<file path="config.mk">
export PLATFORM = sky130hd
export DESIGN_NAME = mux4_rr_arbiter
export DESIGN_NICKNAME = d
export VERILOG_FILES = /design/src/rtl/mux4_pkg.sv /design/src/rtl/rr_pick4.sv /design/src/rtl/mux4_rr_arbiter.sv
export SDC_FILE = /design/constraint.sdc
export NUM_CORES = 1
export LEC_CHECK = 0
export BUFFER_PORTS_ARGS = -buffer_cell sky130_fd_sc_hd__buf_2
export CORE_ASPECT_RATIO = 1.1
export CORE_MARGIN = 8
export CORE_UTILIZATION = 43
export DETAILED_ROUTE_END_ITERATION = 10
export GPL_TIMING_DRIVEN = 1
export PLACE_DENSITY = 0.78
export SYNTH_ARGS = -nofsm -noshare
export SYNTH_HDL_FRONTEND = slang
export SYNTH_SLANG_ARGS = --single-unit
</file>
<file path="constraint.sdc">
create_clock -name clk -period 2.6 [get_ports clk]
set_input_delay 0.52 -clock clk [delete_from_list [all_inputs] [get_ports clk]]
set_output_delay 0.52 -clock clk [all_outputs]
set_load 0.02 [all_outputs]
</file>
<file path="src/rtl/mux4_pkg.sv">
// Shared definitions for the four-source round-robin operand selector:
// select codes, the output-register state encoding and a select decoder.
package mux4_pkg;

  localparam int NUM_SRC = 4;

  localparam logic [1:0] SEL_A = 2'b00;
  localparam logic [1:0] SEL_B = 2'b01;
  localparam logic [1:0] SEL_C = 2'b10;
  localparam logic [1:0] SEL_D = 2'b11;

  // EMPTY: out_data holds nothing useful; FULL: out_data awaits the consumer.
  typedef enum logic {
    ST_EMPTY = 1'b0,
    ST_FULL  = 1'b1
  } state_e;

  // Turn a select code into the matching one-hot grant vector.
  function automatic logic [NUM_SRC-1:0] sel_onehot(input logic [1:0] sel);
    logic [NUM_SRC-1:0] oh;
    oh = '0;
    oh[sel] = 1'b1;
    return oh;
  endfunction

endpackage

</file>
<file path="src/rtl/rr_pick4.sv">
// Combinational round-robin picker: returns the first requesting index
// found when scanning ptr, ptr+1, ptr+2, ptr+3 (mod 4).
module rr_pick4
  import mux4_pkg::*;
(
  input  logic [NUM_SRC-1:0] req,
  input  logic [1:0]         ptr,
  output logic               any,
  output logic [1:0]         idx
);

  logic [1:0] cand_idx [NUM_SRC];
  logic [NUM_SRC-1:0] cand_hit;

  // Candidate gi is the source sitting gi places after the pointer.
  generate
    for (genvar gi = 0; gi < NUM_SRC; gi++) begin : g_cand
      assign cand_idx[gi] = ptr + 2'(gi);
      assign cand_hit[gi] = req[cand_idx[gi]];
    end
  endgenerate

  // Scan from the far end so the candidate closest to the pointer wins.
  always_comb begin
    any = 1'b0;
    idx = ptr;
    for (int k = NUM_SRC - 1; k >= 0; k--) begin
      if (cand_hit[k]) begin
        any = 1'b1;
        idx = cand_idx[k];
      end
    end
  end

endmodule

</file>
<file path="src/rtl/mux4_rr_arbiter.sv">
// Round-robin sharing of one 4:1 select datapath between sources A..D.
// The selected word is captured into an output register that is drained
// by the consumer through a valid/ready handshake; a new word can be
// captured on the same edge the old one is accepted (1 word/cycle).
module mux4_rr_arbiter
  import mux4_pkg::*;
#(
  parameter int WIDTH = 16,
  parameter int CNT_W = 16
) (
  input  logic                clk,
  input  logic                reset,
  input  logic [NUM_SRC-1:0]  req,
  input  logic [WIDTH-1:0]    a,
  input  logic [WIDTH-1:0]    b,
  input  logic [WIDTH-1:0]    c,
  input  logic [WIDTH-1:0]    d,
  output logic [NUM_SRC-1:0]  gnt,
  output logic [1:0]          op,
  output logic [WIDTH-1:0]    out_data,
  output logic [1:0]          out_src,
  output logic                out_valid,
  input  logic                out_ready,
  output logic [CNT_W-1:0]    xfer_cnt
);

  state_e               state_q, state_d;
  logic [1:0]           ptr_q, ptr_d;
  logic [WIDTH-1:0]     out_data_q, out_data_d;
  logic [1:0]           out_src_q, out_src_d;
  logic [NUM_SRC-1:0]   gnt_q, gnt_d;
  logic [CNT_W-1:0]     xfer_cnt_q, xfer_cnt_d;

  logic                 pick_any;
  logic [1:0]           pick_idx;
  logic [1:0]           op_sel;
  logic [WIDTH-1:0]     sel_word;
  logic                 valid;
  logic                 free;
  logic                 capture;

  rr_pick4 u_pick (
    .req (req),
    .ptr (ptr_q),
    .any (pick_any),
    .idx (pick_idx)
  );

  assign valid = (state_q == ST_FULL);

  // The output register can take a word when it is empty or being drained.
  assign free    = !valid || out_ready;
  assign capture = free && pick_any;

  // With nobody requesting, the select stays parked on the held word's source.
  assign op_sel = pick_any ? pick_idx : out_src_q;

  // Shared 4:1 datapath driven by the current select code.
  always_comb begin
    sel_word = a;
    case (op_sel)
      SEL_A:   sel_word = a;
      SEL_B:   sel_word = b;
      SEL_C:   sel_word = c;
      SEL_D:   sel_word = d;
      default: sel_word = a;
    endcase
  end

  // Next-state logic: handshake bookkeeping plus capture of the picked word.
  always_comb begin
    state_d    = state_q;
    ptr_d      = ptr_q;
    out_data_d = out_data_q;
    out_src_d  = out_src_q;
    gnt_d      = '0;
    xfer_cnt_d = xfer_cnt_q;

    case (state_q)
      ST_EMPTY: begin
        if (capture) begin
          state_d = ST_FULL;
        end
      end
      ST_FULL: begin
        if (out_ready) begin
          // Consumer takes the held word; counter wraps silently.
          xfer_cnt_d = xfer_cnt_q + CNT_W'(1);
          if (!capture) begin
            state_d = ST_EMPTY;
          end
        end
      end
      default: begin
        state_d = ST_EMPTY;
      end
    endcase

    if (capture) begin
      out_data_d = sel_word;
      out_src_d  = op_sel;
      gnt_d      = sel_onehot(op_sel);
      ptr_d      = op_sel + 2'd1;
    end
  end

  // State register; reset drops any held word and suppresses the grant.
  always_ff @(posedge clk) begin
    if (reset) begin
      state_q    <= ST_EMPTY;
      ptr_q      <= SEL_A;
      out_data_q <= '0;
      out_src_q  <= SEL_A;
      gnt_q      <= '0;
      xfer_cnt_q <= '0;
    end else begin
      state_q    <= state_d;
      ptr_q      <= ptr_d;
      out_data_q <= out_data_d;
      out_src_q  <= out_src_d;
      gnt_q      <= gnt_d;
      xfer_cnt_q <= xfer_cnt_d;
    end
  end

  assign gnt       = gnt_q;
  assign op        = op_sel;
  assign out_data  = out_data_q;
  assign out_src   = out_src_q;
  assign out_valid = valid;
  assign xfer_cnt  = xfer_cnt_q;

endmodule
</file>
==> flow_summary.toml <==
[timing]
whs_ps = 469
finalSetupViolations = 0
max_freq_mhz = 438
rsz0062_at_grt = "false"
slew_headroom_pct = 47.4
tightest_slew_ps = 787
period_share_pct = 87.9
setup_tns_ps = 0
finClkSkew_ps = 3.53
report.final.slew_viol_count = 0
final_hold_viol_count = 0
period_minus_slack_ps = 2280

[logic_synthesis]
synth.avg_cell_area_um2 = 8.78
yosys.cell_types.count = 43
synth_edf_count = 0
ys_warn_count = 0
postSynth.asyncResetShare_pct = 0
synth_ff_type = "dfxtp_1"
netlist_instances = 289
syn_area_um2 = 2540
synth_seq_cells = 41
yosysSeqAreaShare_pct = 32.3
synth_nets = 364

[hold_path]
hold_start = "d[14]"
min_path_type = "input pin to flip-flop"

[routing]
antenna_left = 0
wire_per_inst_um = 16.8
dr.pass1.iters = 4
drcViolationCount = 0
drt-total-wl_um = 7970
vias_per_cell = 5.89
vias = 2796
initialDrtViolationCount = 106

[final_layout]
final_common_cell = "buf_2"
drive_above_1_share_pct = 41.2
nNetsFinal = 472
area_growth_pct = 30.6
layout_common_cells = "buf_2, dfxtp_1, a21oi_1, o21ai_0"
diodes = 0
fin_cells = 475

[worst_setup_path]
crit_fanout = 8
crit_path_top_delay_cell = "a221o_1"
cp_data_required_time_ps = 2770
reg2reg_from = "ptr_q[1]"
critical_path_class = "input pin to flip-flop"
critical_path.startpoint = "req[2]"
cp.arrival_ps = 2450
max_stage_delay_ps = 310
path_cells = "buf_2 -> nor2_1 -> a211o_1 -> o211ai_1 -> buf_4 -> o21ai_2 -> ha_1 -> buf_4 -> a221o_1 -> o2111ai_1 -> o21ai_2"
crit_path_start_kind = "input pin"
cp-end-kind = "flip-flop"

[flow_run]
max_cap_violations = 0

[global_route]
grt_pass1_wl_um = 12400
grt_pass1_vias = 2734
track_usage_pct = 17.9
grt_max_degree = 34
overflow = 0
grt_antenna_before_repair = 0

[power]
pwr-share-comb_pct = 36.0
clkPwrFrac_pct = 26.6
swShare_pct = 34.7
switching_power_uw = 696
cellInternalPower_uw = 1310
vdd_ir_drop_max_v = 0.000400
p_leak_uw = 0.00142
power.density_nw_per_um2 = 606
pwr-share-seq_pct = 37.5

[clock_network]
cts_hold_buf = 0
cts_setup_buffers = 0
ctsLongestPathBuffers = 2
cts.clk_slew.worst_paths_ps = 80
numCtsBuffers = 5
htree_levels = 2
cts-root-buf = "clkbuf_8"
cts_resized = 0
cts.sinks = 41
tritoncts = "yes"
clock_latency_ps = 300

[floorplan]
start_util_pct = 44.3
core-area_um2 = 5730
die_x_um = 89.2
dieArea_um2 = 8620
rows = 29
fp.dieH_um = 96.6
io_pins = 112

[place]
place_congestion = 0.775
place.port_buffers = 111
dp_cells = 467
dp_hpwl_um = 5830

[status]
outcome = "completed"
==> final timing paths <==
| path | to | slack [ps] | cells after the start |
|---|---|---|---|
| setup / recovery | out_data[14] | 320 | 11 |
| hold / removal | out_data[14] | 470 | 3 |
| hold reg to reg | xfer_cnt[15] | 480 | 2 |
| setup reg to reg | out_data[1] | 340 | 9 |
==> area by class of cell <==
cell class / count / area [um2]
Clock buffer: 5 / 68.8
Clock inverter: 3 / 46.3
Fill cell: 581 / 2420
Inverter: 5 / 18.8
Multi-Input combinational cell: 219 / 1590
Sequential cell: 41 / 821
Tap cell: 77 / 96.3
Timing Repair Buffer: 125 / 673
==> metal layers <==
layer / global-route usage (%) / part of all wire [%]
met5: 0 / 0
met1: 20.0 / 41
met4: 4.99 / 0.85
met2: 31.8 / 49
met3: 5.92 / 9.7
==> worst max-delay path: cells and delay by family <==
family	cells	cell delay, ps
AOI/OAI and AO/OA	6	1090
and+or+nand+nor	1	60
adders and majority gates	1	230
buffers and inverters	3	540
==> state kept, by name (all words and copies together), names as in the netlist <==
name and count:
out_data 16, xfer_cnt 16, gnt 4, out_src 2, ptr_q 2, out_valid 1
==> logic make-up after synthesis <==
group / Yosys count / share of synthesized area [%]
and+or+nand+nor: 93 / 24.2
buffers and inverters: 29 / 5.77
AOI/OAI and AO/OA: 113 / 32.6
DFF: 41 / 32.3
adders and majority gates: 4 / 1.97
xor gates and xnor gates: 9 / 3.11
==> cells in the mapped netlist, types with 6 or more instances <==
| cell | n | area share (%) |
|---|---|---|
| or3b_2 | 15 | 5.2 |
| o21ai_0 | 21 | 4.1 |
| dfxtp_1 | 41 | 32 |
| a21oi_1 | 26 | 5.1 |
| nand3_1 | 10 | 2.0 |
| o21ai_2 | 10 | 3.5 |
| nor2_1 | 14 | 2.1 |
| nand2_1 | 11 | 1.6 |
| buf_2 | 6 | 1.2 |
| clkbuf_1 | 12 | 1.8 |
| a2111o_1 | 15 | 6.7 |
| a221oi_1 | 15 | 5.2 |
| xor2_1 | 9 | 3.1 |
| nor4b_1 | 15 | 5.2 |
| o21ai_1 | 6 | 1.2 |
==> stage by stage <==
stage / power, uW / setup slack, ps / cell area (um2) / utilization, %
4_1_cts: 2020 / 322 / 3310 / 57.8
3_5_place_dp: 1490 / 8.35 / 3200 / 55.8
3_3_place_gp: 1470 / 46.7 / 3200 / 55.8
5_1_grt: 2110 / 70.8 / 3310 / 57.8
6_report: 2010 / 316 / 3310 / 57.8
2_1_floorplan: 1230 / 12.1 / 2560 / -
==> power groups by stage <==
stage	clock, uW	sequential, uW	combinational [uW]
floorplan	0	839	396
global placement	0	763	708
detailed placement	0	765	721
CTS	549	751	724
global route	571	763	780
finish	534	752	722
(Power assumes the default switching activity.)
